## src/rtl/imm_decode_queue.sv

```systemverilog
// Two-entry decode buffer between fetch and the immediate generator.
// The opcode is classified when the entry is pushed, so the immediate-select code presented to decode always comes from registers.
module imm_decode_queue #(
   parameter int DEPTH   = 2,
   parameter int STALL_W = 16
) (
   input  logic               CLK,
   input  logic               RESET,
   input  logic               IF_VALID,
   input  logic [31:0]        IF_INSTRUCTION,
   input  logic [31:0]        IF_PC,
   output logic               IF_READY,
   input  logic               FLUSH,
   input  logic               ID_READY,
   output logic               ID_VALID,
   output logic [31:0]        ID_INSTRUCTION,
   output logic [31:0]        ID_PC,
   output logic [3:0]         IMM_SEL,
   output logic               IMM_EN,
   output logic               ILLEGAL,
   output logic [STALL_W-1:0] STALL_CNT
);

   typedef struct packed {
      logic [31:0] instr;
      logic [31:0] pc;
      logic [3:0]  sel;
      logic        en;
      logic        ill;
   } entry_t;

   localparam entry_t ENTRY_RST = '{instr: 32'd0, pc: 32'd0, sel: 4'b0111, en: 1'b0, ill: 1'b0};

   localparam logic [6:0] OPC_LUI    = 7'b0110111;
   localparam logic [6:0] OPC_AUIPC  = 7'b0010111;
   localparam logic [6:0] OPC_JAL    = 7'b1101111;
   localparam logic [6:0] OPC_JALR   = 7'b1100111;
   localparam logic [6:0] OPC_BRANCH = 7'b1100011;
   localparam logic [6:0] OPC_LOAD   = 7'b0000011;
   localparam logic [6:0] OPC_STORE  = 7'b0100011;
   localparam logic [6:0] OPC_OP_IMM = 7'b0010011;
   localparam logic [6:0] OPC_OP     = 7'b0110011;

   logic [1:0]         count_reg, count_next;
   logic               rd_ptr_reg, rd_ptr_next;
   logic               wr_ptr_reg, wr_ptr_next;
   entry_t             head_reg, head_next;
   logic [STALL_W-1:0] stall_reg, stall_next;
   entry_t             in_entry;
   entry_t             slots [DEPTH];
   logic               push, pop;

   assign IF_READY = (count_reg != 2'd2);
   assign ID_VALID = (count_reg != 2'd0);
   assign push     = IF_VALID & IF_READY & ~FLUSH;
   assign pop      = ID_VALID & ID_READY & ~FLUSH;

   always_comb begin
      in_entry       = ENTRY_RST;
      in_entry.instr = IF_INSTRUCTION;
      in_entry.pc    = IF_PC;
      case (IF_INSTRUCTION[6:0])
         OPC_LUI, OPC_AUIPC: begin
            in_entry.sel = 4'b0000;
            in_entry.en  = 1'b1;
         end
         OPC_JAL: begin
            in_entry.sel = 4'b0001;
            in_entry.en  = 1'b1;
         end
         OPC_OP_IMM: begin
            // SLTIU compares against the immediate as unsigned
            in_entry.sel = {IF_INSTRUCTION[14:12] == 3'b011, 3'b010};
            in_entry.en  = 1'b1;
         end
         OPC_LOAD, OPC_JALR: begin
            in_entry.sel = 4'b0010;
            in_entry.en  = 1'b1;
         end
         OPC_BRANCH: begin
            in_entry.sel = {IF_INSTRUCTION[14:13] == 2'b11, 3'b011};
            in_entry.en  = 1'b1;
         end
         OPC_STORE: begin
            in_entry.sel = 4'b0100;
            in_entry.en  = 1'b1;
         end
         OPC_OP: ;
         default: in_entry.ill = 1'b1;
      endcase
   end

   genvar gi;
   generate
      for (gi = 0; gi < DEPTH; gi++) begin : g_slot
         entry_t slot_reg;
         always_ff @(posedge CLK or negedge RESET) begin
            if (!RESET) begin
               slot_reg <= ENTRY_RST;
            end else if (push && (int'(wr_ptr_reg) == gi)) begin
               slot_reg <= in_entry;
            end
         end
         assign slots[gi] = slot_reg;
      end
   endgenerate

   always_comb begin
      count_next  = count_reg;
      rd_ptr_next = rd_ptr_reg;
      wr_ptr_next = wr_ptr_reg;
      head_next   = head_reg;
      stall_next  = stall_reg;
      if (FLUSH) begin
         count_next  = 2'd0;
         rd_ptr_next = 1'b0;
         wr_ptr_next = 1'b0;
         stall_next  = '0;
      end else begin
         if (push) wr_ptr_next = ~wr_ptr_reg;
         if (pop)  rd_ptr_next = ~rd_ptr_reg;
         if (push && !pop)      count_next = count_reg + 2'd1;
         else if (pop && !push) count_next = count_reg - 2'd1;
         if (ID_VALID && !ID_READY && (stall_reg != '1)) stall_next = stall_reg + 1'b1;
         // The new head may be the entry being written at this very edge
         if (count_next != 2'd0) begin
            if (push && (wr_ptr_reg == rd_ptr_next)) head_next = in_entry;
            else                                     head_next = slots[rd_ptr_next];
         end
      end
   end

   always_ff @(posedge CLK or negedge RESET) begin
      if (!RESET) begin
         count_reg  <= 2'd0;
         rd_ptr_reg <= 1'b0;
         wr_ptr_reg <= 1'b0;
         head_reg   <= ENTRY_RST;
         stall_reg  <= '0;
      end else begin
         count_reg  <= count_next;
         rd_ptr_reg <= rd_ptr_next;
         wr_ptr_reg <= wr_ptr_next;
         head_reg   <= head_next;
         stall_reg  <= stall_next;
      end
   end

   assign ID_INSTRUCTION = head_reg.instr;
   assign ID_PC          = head_reg.pc;
   assign IMM_SEL        = head_reg.sel;
   assign IMM_EN         = head_reg.en;
   assign ILLEGAL        = head_reg.ill;
   assign STALL_CNT      = stall_reg;

endmodule

```

## config.mk

```make
export PLATFORM = sky130hd
export DESIGN_NAME = imm_decode_queue
export DESIGN_NICKNAME = d
export VERILOG_FILES = /design/src/rtl/imm_decode_queue.sv
export SDC_FILE = /design/constraint.sdc
export NUM_CORES = 1
export LEC_CHECK = 0
export BUFFER_PORTS_ARGS = -buffer_cell sky130_fd_sc_hd__clkbuf_2
export CORE_UTILIZATION = 50
export CTS_BUF_LIST = sky130_fd_sc_hd__clkbuf_16
export DETAILED_ROUTE_END_ITERATION = 10
export GPL_ROUTABILITY_DRIVEN = 0
export MAX_ROUTING_LAYER = met4
export PLACE_DENSITY = 0.81
export SYNTH_ARGS = -nofsm -noshare
export SYNTH_HDL_FRONTEND = slang
export SYNTH_SLANG_ARGS = --single-unit
```

## constraint.sdc

```tcl
create_clock -name CLK -period 3.68 [get_ports CLK]
set_input_delay 0.736 -clock CLK [delete_from_list [all_inputs] [get_ports CLK]]
set_output_delay 0.736 -clock CLK [all_outputs]
set_load 0.005 [all_outputs]
```

# Word level (Yosys, flattened, before mapping)
# Index checks and enable logic that the tools add are counted.
classes:
  n_addsub: 3
  order_cmp: 1
  eq_ne: 14
  mux: 17
  bitwise_logic: 9
  n_reduce_logical: 18
op_table:
  columns: ["op", "count"]
  rows:
  - ["two-way mux 70 bit", 4]
  - ["two-way mux 16 bit", 2]
  - ["case mux 5 bit (6 select lines)", 1]
  - ["equality test 7 x 6 -> 1 bit, second input constant", 3]
  - ["equality test 7 bit, second input constant", 3]
  - ["adder 16 x 1 -> 16 bit, second input constant", 1]
  - ["!= test 16 bit, second input constant", 1]
  - ["equality test 7 x 5 -> 1 bit, second input constant", 2]
  - ["OR reduction 9 bit", 1]
  - ["two-way mux 2 bit", 4]
  - ["nonzero test 2 bit", 4]
  - ["equality test 7 x 2 -> 1 bit, second input constant", 1]
  - ["logical AND 1 bit", 7]
  - ["two-way mux 1 bit", 6]
  - ["AND 1 bit", 4]
  - ["NOT 1 bit", 4]
  - ["OR reduction 2 bit", 2]
  - ["equality test 3 x 2 -> 1 bit, second input constant", 1]
  - ["logical NOT 1 bit", 3]
  - ["adder 2 x 1 -> 2 bit, second input constant", 1]
  - ["equality test 2 bit, second input constant", 1]
  - [">= comparator 2 bit, second input constant", 1]
  - ["!= test 2 bit, second input constant", 1]
  - ["NOT 1 -> 2 bit", 1]
  - ["3 further kinds", 3]
totals:
  register_bits: 230
  in_bits: 69
  out_inout_bits: 88
  elab_cells: 81

# Longest topological paths before layout
# Gate-level depths: netlist of run 1.
depth:
  depth_word: 10
  ltp_mapped: 10
  depth_no_buf: 7

# Worst setup path before layout of run 1
# No wires, ideal clock.
synth_path:
  path_kind: "in2reg"
  from: "input port FLUSH"
  to: "register head_reg, in the netlist ID_INSTRUCTION[3]"
  arrival_ps: 1987
  t_required_ps: 3559
  path_slack_ps: 1572
  path_stages: 7
  path_cell_list: "buf_2 nor3b_2 xnor2_2 buf_2 mux2i_1 nand2_1 a22o_1"
synth_via:
  elab_chain_len: 9
  elab_cells_between_ends: 21
  cone_classes: "1 x eq/ne; 9 x mux; 4 x bitwise; 7 x reduce/logical"
synth_rtl:
  columns: ["item", "line", "source"]
  rows:
  - ["start: declaration", "13", "input logic FLUSH,"]
  - ["NOT 1 bit (no source line) (*)", null, null]
  - ["AND 1 bit (on tied branches)", "56, 55", null]
  - ["two-way mux 1 bit or logical NOT 1 bit (tied branches)", "121, 123", null]
  - ["two-way mux 1 bit or logical AND 1 bit (tied branches)", "114, 123", null]
  - ["NOT 1 -> 2 bit (implied by the code) or two-way mux 2 bit (tied branches)", "128, 123", null]
  - ["two-way mux 70 bit (implied by the code) or two-way mux 2 bit (tied branches)", "128, 122", null]
  - ["two-way mux 70 bit (implied by the code) or two-way mux 2 bit (tied branches)", "128, 114", null]
  - ["two-way mux 70 bit (implied by the code) or nonzero test 2 bit (tied branches)", "128, 126", null]
  - ["two-way mux 70 bit or AND reduction 2 bit (tied branches)", null, null]
  - ["end signal: assignment", "144", "head_reg <= head_next;"]
  - ["end: declaration", "47", "entry_t head_reg, head_next;"]
# Mark *: on every way between the ends. The rest lies on a longest branch, timed or not. The select of a mux whose other input is x is not followed.
# A chain may end at the register's enable or synchronous reset.

# Final worst setup path of run 1
layout_path:
  from: "register count_reg[0]"
  to: "register head_reg, in the netlist ID_PC[6]"
layout_via:
  elab_chain_len: 10
  elab_cells_between_ends: 26
  cone_classes: "2 x add/sub; 2 x eq/ne; 9 x mux; 5 x bitwise; 8 x reduce/logical"
layout_rtl:
  columns: ["item", "line", "source"]
  rows:
  - ["start: declaration", "44", "logic [1:0] count_reg, count_next;"]
  - ["start signal: assignment", "141", "count_reg <= count_next;"]
  - ["!= test 2 bit or nonzero test 2 bit (tied branches)", "53, 54", null]
  - ["AND 1 bit (on tied branches) (2 in a row)", "55, 56", null]
  - ["logical NOT 1 bit or two-way mux 1 bit (tied branches)", "123, 121", null]
  - ["logical AND 1 bit or two-way mux 1 bit (tied branches)", "123, 114", null]
  - ["two-way mux 2 bit or NOT 1 -> 2 bit (tied branches)", "123, 128", null]
  - ["two-way mux 2 bit or two-way mux 70 bit (tied branches)", "122, 128", null]
  - ["two-way mux 2 bit or two-way mux 70 bit (tied branches)", "114, 128", null]
  - ["nonzero test 2 bit or two-way mux 70 bit (tied branches)", "126, 128", null]
  - ["AND reduction 2 bit (no source line) or two-way mux 70 bit (tied branches)", null, null]
# Parallel ways exist; a longest one is shown, timed or not. The select of a mux whose other input is x is not followed.

==> results.txt, run 1 <==
max-slew violations: 0
P_int: 6.476 mW
register area share after synthesis: 0.5441
R2R Path Start: count_reg[0]$_DFF_PN0_
initial antenna violation count: 0
clock network power share: 0.233
die height: 147.6 um
commonest non-fill, non-tap cell in the layout: nand2_1
routing usage on met2: 0.3965
critical path startpoint: count_reg[0]$_DFF_PN0_
distinct cell type count after synthesis: 43
Largest register FFs: 140
antenna viol nets, final: 0
worst hold slack: 0.2908 ns
leakage power: 6.199 nW
CP Max Fanout: 27
Worst-Margin Slew: 1.061 ns
GRT Total Usage: 0.2474
met1 Track Usage GR: 0.3291
post-synthesis cell area: 0.01060 mm2
Reg clk slew, reported paths: 0.06 ns
Setup crit end kind: flip-flop
# H-tree levels: 1
Final min period: 2.775 ns
Initial Util: 0.5172
GR Overflow Total: 0
Synth Flop Type: dfrtp_1
final hold vios: 0
register share of total power: 0.429
PwrDens: 811.5 mW/mm2
maxcap violations: 0
post-CTS resize count: 0
Setup Buffers After CTS: 0
RSZ-0062 raised after global routing: false
Finish-stage setup viols: 0
hold-fix buffers at CTS: 0
initial DRC count: 623
vias post-DR: 8763
WL/cell: 15.89 um
synthesized area per cell: 8.832 um2
sw frac: 0.3541
status: finished, final reports clean
setup total negative slack: 0 ns
layout cells sized above 1: 0.1730
Die ar.: 0.02178 mm2
Comb power frac: 0.338
Max Clock Skew: 0.009004 ns
# fillers: 1747
core area: 0.02049 mm2
root buffer cell: clkbuf_16
Clock Path Buffers: 3
FF-to-FF path depth: 8
chip width: 147.6 um
commonest cells after routing, fill and taps aside: nand2_1, dfrtp_1, clkbuf_2
Num CTS Buffers: 25
Register Area: 0.005767 mm2
vias in the first global route: 8617
P_sw: 3.551 mW
Vias per Instance: 5.460
DRT Wirelength: 25510 um
Critical Path RT: 4.09 ns
YS warnings: 0
Slew headroom: 0.2928
crit path kind: flip-flop to flip-flop
area occupied by multi-input gates: 0.004457 mm2
register bit total from synthesis: 230
GRT busiest layer: met2
Area growth, synth to finish: 16.59%
syn_nets: 1272
Critical Path AT: 3.18 ns
port bufs: 156
Syn Inst Count: 1200
first-pass GRT wire length: 42850 um
reg-to-reg critical path endpoint: ID_PC[6]$_DFFE_PN0P_
DP Wirelength: 15610 um
num rows: 52
Worst setup SP type: flip-flop
Tcrit/Tclk final: 0.7540
post-synthesis async set-or-reset flop share: 1.000
Post-synth EDFFs: 0
pin count of the biggest net entering global routing: 141
number of remaining DRC errors: 0
number of clock sinks: 230
Clk Latency, worst-skew pair: 0.51 ns
hold crit path type: input port to async pin
Worst VDD drop: 505.6 uV
DR pass1 iterations: 5
Max Fclk: 360.4 MHz
register-to-register setup slack: 0.91 ns
Diodes inserted: 0
Ports: 157
nets@finish: 1390
met3 Use GR: 0.03364
CTS tree: yes
cell type report:
cell class,instances,share of cell area
inverter,5,0.001519
clock buffer,25,0.05063
multi-input combinational,880,0.3607
sequential,230,0.4667
clock inverter,19,0.01094
timing repair buffer,176,0.08222
tap,270,0.02734
per-stage QoR:
step	power, mW	setup slack, ns	util	std cells	cell area [um2]
2_1_floorplan	6.521	1.572	-	1200	10600
3_3_place_gp	7.554	1.025	0.5658	1561	11600
3_5_place_dp	7.735	0.9658	0.5658	1561	11600
4_1_cts	10.11	0.9416	0.6029	1605	12360
5_1_grt	10.74	0.7401	0.6029	1605	12360
6_report	10.03	0.9052	0.6029	1605	12360
power groups by stage:
stage               Combinational, mW  Clock [mW]  Sequential (mW)
floorplan                        2.36           0             4.16
global placement                 3.27           0             4.29
detailed placement               3.41           0             4.33
CTS                              3.42        2.39             4.30
global route                     3.82        2.48             4.44
finish                           3.39        2.34             4.30
metal layers:
metal	share of wire	routed length [um]
met1	0.44	11210
met5	0	0
met3	0.064	1644
met2	0.47	12030
met4	0.024	621
worst max-delay path, cell delays in order (launching register included):
cell and delay, ns:
dfrtp_1 0.42, inv_1 0.16, ha_1 0.24, nand2b_1 0.47
nor2_1 0.19, nand2_2 0.56, buf_4 0.32, nor2_1 0.08
o31ai_1 0.22
cell families after synthesis:
kind of cell / count (synthesis) / synth area share
AO/OA/AOI/OAI: 177 / 0.1208
AND/OR/NAND/NOR: 670 / 0.2664
multiplexers: 9 / 0.008500
XOR/XNOR: 21 / 0.01806
buffers and inverters: 90 / 0.03860
flip-flops: 230 / 0.5441
adder cells (fa/ha/maj): 3 / 0.003542
cells in the mapped netlist, types with 4 or more instances:
master / instances / area share
inv_1: 5 / 0.0018
nor2b_1: 65 / 0.038
o31ai_1: 63 / 0.045
nor2_1: 89 / 0.032
nand2_1: 473 / 0.17
nand3_1: 4 / 0.0019
nor4b_1: 4 / 0.0033
dfstp_2: 9 / 0.022
xnor2_1: 14 / 0.012
xor2_1: 6 / 0.0050
a21oi_1: 14 / 0.0066
nand4_1: 8 / 0.0047
nand2b_1: 4 / 0.0024
dfrtp_1: 221 / 0.52
o21ai_0: 18 / 0.0085
a211oi_1: 66 / 0.047
mux2i_1: 9 / 0.0085
a22o_1: 7 / 0.0058
clkbuf_1: 49 / 0.017
buf_2: 30 / 0.014
worst max-delay path by stage:
stage / to / cells past startpoint
floorplan: ID_INSTRUCTION[3]$_DFFE_PN0P_ / 7
global placement: ID_INSTRUCTION[3]$_DFFE_PN0P_ / 7
detailed placement: ID_PC[21]$_DFFE_PN0P_ / 8
CTS: ID_PC[21]$_DFFE_PN0P_ / 8
global route: ID_PC[8]$_DFFE_PN0P_ / 8
finish: ID_PC[6]$_DFFE_PN0P_ / 8
Note: power is estimated with default switching activity, not from simulation.
==> run 2: changes to the inputs <==
==> constraint.sdc (replaced) <==
create_clock -name CLK -period 2.8 [get_ports CLK]
set_input_delay 0.56 -clock CLK [delete_from_list [all_inputs] [get_ports CLK]]
set_output_delay 0.56 -clock CLK [all_outputs]
set_load 0.005 [all_outputs]
==> run 2 against run 1 <==
Clock power is 31% higher. Global-route usage is 0.73 points higher. Critical path type unchanged. Total power is 32% higher. First-iteration DRC count is 29% lower. Largest power group unchanged. Critical endpoint is now ID_INSTRUCTION[17]$_DFFE_PN0P_.
==> results.txt, run 2 (synthesized netlist as in run 1, its figures left out) <==
Area growth, synth to finish: 17.36%
worst path cell trace: inv_1 -> ha_1 -> nand2b_1 -> nor2_2 -> and2_2 -> buf_12 -> a211oi_1 -> o31ai_1
pin count of the biggest net entering global routing: 74 (-48%)
Reg clk slew, reported paths: 0.06 ns (about the same)
maxcap violations: 0 (unchanged)
die height: 147.6 um (unchanged)
Power Total: 13.27 mW (+32%)
setup total negative slack: 0 ns (unchanged)
Slew headroom: 0.6478 (+0.3550)
Critical Path RT: 3.20 ns (-0.89 ns)
Clk Latency, worst-skew pair: 0.52 ns (about the same)
Final Worst Setup Slack: 0.2632 ns (-0.6420 ns)
root buffer cell: clkbuf_16
GR Overflow Total: 0 (unchanged)
commonest cells after routing, fill and taps aside: nand2_1, dfrtp_1, clkbuf_2
Num CTS Buffers: 25 (unchanged)
Worst VDD drop: 594.7 uV (+18%)
CTS tree: yes
commonest non-fill, non-tap cell in the layout: nand2_1
final non-filler cell total: 1607 (+0.12%)
Die ar.: 0.02178 mm2 (unchanged)
DP Cell Count: 1562 (+0.064%)
antenna viol nets, final: 0 (unchanged)
chip width: 147.6 um (unchanged)
R2R Path Start: count_reg[0]$_DFF_PN0_
critical path startpoint: count_reg[0]$_DFF_PN0_
cell family with most CP delay: simple AND/OR/NAND/NOR gates
Max Clock Skew: 0.02461 ns (+0.01560 ns)
Initial Util: 0.5172 (unchanged)
PwrDens: 1067 mW/mm2 (+31%)
vias in the first global route: 8659 (+0.49%)
layout cells sized above 1: 0.1720 (-0.001007)
GRT Total Usage: 0.2547 (+0.007322)
worst slack at placement: 0.2093 ns (-0.7565 ns)
Setup crit end kind: flip-flop
Worst setup SP type: flip-flop
status: finished, final reports clean
RSZ-0062 raised after global routing: false
port bufs: 156 (unchanged)
CP peak stage delay: 0.41 ns (-0.15 ns)
number of remaining DRC errors: 0 (unchanged)
first-pass GRT wire length: 43700 um (+2.0%)
max-slew violations: 0 (unchanged)
# fillers: 1780 (+1.9%)
WL/cell: 16.26 um (+2.3%)
DP Wirelength: 15970 um (+2.3%)
Setup Buffers After CTS: 0 (unchanged)
nets@finish: 1392 (+0.14%)
Finish-stage setup viols: 0 (unchanged)
Diodes inserted: 0 (unchanged)
Clock Path Buffers: 3 (unchanged)
slowest cell on the critical path: dfrtp_1
final hold vios: 0 (unchanged)
# H-tree levels: 1 (unchanged)
Tcrit/Tclk final: 0.9060 (+0.1520)
CP Max Fanout: 54 (+100%)
Register Area: 0.005767 mm2 (unchanged)
DRT Wirelength: 26130 um (+2.4%)
hold crit path type: input port to flip-flop
DR pass1 iterations: 5 (unchanged)
initial DRC count: 441 (-29%)
area occupied by multi-input gates: 0.004459 mm2 (about the same)
Buffers & Inverters on Critical Path: 2 (unchanged)
core area: 0.02049 mm2 (unchanged)
Worst Hold Launch: IF_PC[11]
Max Fclk: 394.2 MHz (+9.4%)
Largest register FFs: 140 (unchanged)
num rows: 52 (unchanged)
initial antenna violation count: 0 (unchanged)
number of clock sinks: 230 (unchanged)
Vias per Instance: 5.471 (+0.21%)
Critical Path AT: 2.94 ns (-0.24 ns)
Ports: 157 (unchanged)
crit path kind: flip-flop to flip-flop
Final min period: 2.537 ns (-0.2380 ns)
leakage power: 6.237 nW (+0.61%)
vias post-DR: 8792 (+0.33%)
Worst-Margin Slew: 0.5284 ns (-0.5325 ns)
[run 2: cell types whose count changed in the layout (fill, tap and decap cells not counted), moves of 2 or more]
cell and change:
buf_12 +5, buf_4 -5, clkinv_2 -3, inv_1 +2
[run 2: power breakdown]
group          total [mW]  switching, mW  internal (mW)
Combinational        4.55           2.62           1.94
Sequential           5.64          0.805           4.84
Clock                3.07           1.28           1.79
Total                13.3           4.70           8.57
[run 2: path summary, 6_finish.rpt]
check                           cells after the start                            endpoint  slack, ns
worst max-delay path                                8      ID_INSTRUCTION[17]$_DFFE_PN0P_       0.26
worst min-delay path                                3  g_slot[1].slot_reg[17]$_DFFE_PN0P_       0.26
worst max register to register                      8      ID_INSTRUCTION[17]$_DFFE_PN0P_       0.26
worst min register to register                      2  g_slot[1].slot_reg[16]$_DFFE_PN0P_       0.46
max in group asynchronous                           3              IMM_SEL[1]$_DFFE_PN1P_       1.41
min in group asynchronous                           2            STALL_CNT[1]$_DFFE_PN0P_       0.57
[run 2: through the flow]
| step | instance area (um2) | utilization | hold WS (ns) |
|---|---|---|---|
| 3_3_place_gp | 11670 | 0.5692 | 0.4495 |
| 2_1_floorplan | 10600 | - | 0.2644 |
| 4_1_cts | 12430 | 0.6067 | 0.2421 |
| 3_5_place_dp | 11670 | 0.5692 | 0.4540 |
| 5_1_grt | 12440 | 0.6070 | 0.2609 |
| 6_report | 12440 | 0.6070 | 0.2629 |
[run 2: layout make-up]
type,count,area share
inverter,5,0.001509
sequential,230,0.4636
clock buffer,25,0.05029
clock inverter,19,0.01056
tap,270,0.02716
multi-input combinational,880,0.3585
timing repair buffer,178,0.08841
[run 2: worst reg2reg max path: cells and delay by family, from the launching register on]
family | cells | cell delay [ns]
fa+ha+maj | 1 | 0.28
simple gates | 3 | 0.89
compound gates | 2 | 0.42
buf+inv | 2 | 0.42
flops | 1 | 0.41
[run 2: per-layer routing]
metal	up-vias	share of wire	global-route usage
li1	4210	-	-
met1	4265	0.44	0.3361
met2	269	0.48	0.4061
met3	48	0.059	0.03920
met4	0	0.024	0.08041
met5	-	0	-
[run 2: what timing repair did]
item | CTS | global route
resized for setup | 0 | 2
endpoints found under the hold margin | 54 | 0
hold buffers | 1 | 0
setup endpoints to repair | 0 | 33
==> run 3: changes to the inputs <==
--- a/config.mk
+++ b/config.mk
@@ -11,7 +11,8 @@
 export DETAILED_ROUTE_END_ITERATION = 10
 export GPL_ROUTABILITY_DRIVEN = 0
 export MAX_ROUTING_LAYER = met4
-export PLACE_DENSITY = 0.81
+export PLACE_DENSITY = 0.73
+export SKIP_CTS_REPAIR_TIMING = 1
 export SYNTH_ARGS = -nofsm -noshare
 export SYNTH_HDL_FRONTEND = slang
 export SYNTH_SLANG_ARGS = --single-unit
==> run 3 against run 2 <==
The flow now finishes with violations (negative hold slack). Worst setup slack worse by 0.039 ns. Register-to-register slack worse by 0.04 ns. Die area unchanged. Total power up 0.97%. Sequential share of layout area down 0.13 points. Final area up 0.29%. Maximum frequency down 1.5%. Via count down 0.99%. Critical path type unchanged. Largest cell class unchanged. Largest power group unchanged.
==> results.txt, run 3 (synthesized netlist as in run 1, its figures left out) <==
status: finished with violations
violated checks: negative hold slack
core area: 0.02049 mm2 (unchanged)
vias in the first global route: 8363 (-3.4%)
Finish-stage setup viols: 0 (unchanged)
final hold vios: 13 (+13)
number of remaining DRC errors: 0 (unchanged)
vias post-DR: 8705 (-0.99%)
Max Clock Skew: 0.02209 ns (-0.002518 ns)
cell family with most CP delay: simple AND/OR/NAND/NOR gates
Layout Utilization: 0.6087 (+0.001770)
Die ar.: 0.02178 mm2 (unchanged)
DP Wirelength: 15920 um (-0.32%)
Largest register FFs: 140 (unchanged)
max-slew violations: 0 (unchanged)
Buffers & Inverters on Critical Path: 2 (unchanged)
CP peak stage delay: 0.46 ns (+0.05 ns)
hold crit path type: input port to async pin
Slew headroom: 0.5865 (-0.06122)
Final Worst Setup Slack: 0.2243 ns (-0.03887 ns)
reg-to-reg critical path endpoint: ID_INSTRUCTION[0]$_DFFE_PN0P_
register-to-register setup slack: 0.22 ns (-0.04 ns)
Worst-Margin Slew: 0.6202 ns (+0.09183 ns)
area occupied by multi-input gates: 0.004457 mm2 (about the same)
pin count of the biggest net entering global routing: 71 (-4.1%)
PwrDens: 1074 mW/mm2 (+0.68%)
# H-tree levels: 1 (unchanged)
nets@finish: 1394 (+0.14%)
worst hold slack: -0.01402 ns (-0.2769 ns)
maxcap violations: 0 (unchanged)
DRT Wirelength: 25670 um (-1.7%)
Critical Path AT: 2.95 ns (about the same)
Final min period: 2.576 ns (+0.03887 ns)
setup total negative slack: 0 ns (unchanged)
Critical Path RT: 3.18 ns (-0.02 ns)
Area growth, synth to finish: 17.71%
port bufs: 156 (unchanged)
Diodes inserted: 0 (unchanged)
crit path kind: flip-flop to flip-flop
Tcrit/Tclk final: 0.9199 (+0.01388)
# fillers: 1775 (-0.28%)
root buffer cell: clkbuf_16
die height: 147.6 um (unchanged)
Num CTS Buffers: 25 (unchanged)
Ports: 157 (unchanged)
Worst setup SP type: flip-flop
final non-filler cell total: 1606 (-0.062%)
RSZ-0062 raised after global routing: false
commonest cells after routing, fill and taps aside: nand2_1, dfrtp_1, clkbuf_2
Worst VDD drop: 555.3 uV (-6.6%)
layout cells sized above 1: 0.1759 (+0.003871)
chip width: 147.6 um (unchanged)
crit path to: ID_INSTRUCTION[0]$_DFFE_PN0P_
Setup crit end kind: flip-flop
Vias per Instance: 5.420 (-0.93%)
antenna viol nets, final: 0 (unchanged)
Max Fclk: 388.2 MHz (-1.5%)
Reg clk slew, reported paths: 0.06 ns (about the same)
Clock Path Buffers: 3 (unchanged)
GRT Total Usage: 0.2490 (-0.005729)
leakage power: 6.248 nW (+0.18%)
CTS tree: yes
critical path startpoint: count_reg[0]$_DFF_PN0_
R2R Path Start: count_reg[0]$_DFF_PN0_
initial antenna violation count: 0 (unchanged)
DP Cell Count: 1565 (+0.19%)
FF-to-FF path depth: 8 (unchanged)
DR pass1 iterations: 7 (+2)
WL/cell: 15.98 um (-1.7%)
Register Area: 0.005767 mm2 (unchanged)
CP Depth: 8 (unchanged)
GR Overflow Total: 0 (unchanged)
worst path cell trace: inv_1 -> ha_1 -> nand2b_1 -> nor2_1 -> and2_2 -> buf_12 -> a211oi_1 -> o31ai_1
CP Max Fanout: 37 (-31%)
initial DRC count: 607 (+38%)
slowest cell on the critical path: nand2b_1
Clk Latency, worst-skew pair: 0.53 ns (about the same)
num rows: 52 (unchanged)
commonest non-fill, non-tap cell in the layout: nand2_1
first-pass GRT wire length: 42920 um (-1.8%)
number of clock sinks: 230 (unchanged)
Initial Util: 0.5172 (unchanged)
worst slack at placement: 0.2570 ns (+0.04774 ns)
## run 3: changes by cell type in the layout (fill, tap and decap cells not counted), sizes merged
cell,previous run,this run
bufinv,2,3
dlygate4sd3,1,0
inv,14,10
buf,22,25
## run 3: metrics by stage
step / total power, mW / area [um2]
after floorplan: 8.570 / 10600
after global placement: 10.09 / 11700
after detailed placement: 10.27 / 11700
after CTS: 13.51 / 12480
after global routing: 14.38 / 12480
final: 13.40 / 12480
## run 3: worst min-delay path by stage
stage / slack (ns) / startpoint / end / cells after the start
after global placement: 0.45 / g_slot[1].slot_reg[14]$_DFFE_PN0P_ / g_slot[1].slot_reg[14]$_DFFE_PN0P_ / 2
after global routing: 0.02 / RESET / ID_PC[12]$_DFFE_PN0P_ / 1
final: -0.01 / RESET / ID_PC[12]$_DFFE_PN0P_ / 1
after CTS: 0.002 / RESET / ID_PC[14]$_DFFE_PN0P_ / 1
after floorplan: 0.26 / RESET / ID_INSTRUCTION[0]$_DFFE_PN0P_ / 0
after detailed placement: 0.45 / g_slot[1].slot_reg[52]$_DFFE_PN0P_ / g_slot[1].slot_reg[52]$_DFFE_PN0P_ / 2
## run 3: final cells by class
class                   count  share of cell area
clock buffers              25             0.05015
clock inverters            16             0.01193
inverters                   5            0.001504
multi-input cells         880              0.3572
flip-flops and latches    230              0.4622
well taps                 270             0.02708
repair buffers            180             0.08986
## run 3: power breakdown
| part | total, mW | internal, mW | switching, mW |
|---|---|---|---|
| clock network | 3.18 | 1.88 | 1.30 |
| logic | 4.56 | 1.97 | 2.59 |
| registers | 5.66 | 4.84 | 0.816 |
## run 3: routing by layer
layer,routed length (um),GRT usage
met5,0,-
met4,393,0.05567
met3,1476,0.03117
met2,12110,0.3887
met1,11690,0.3498
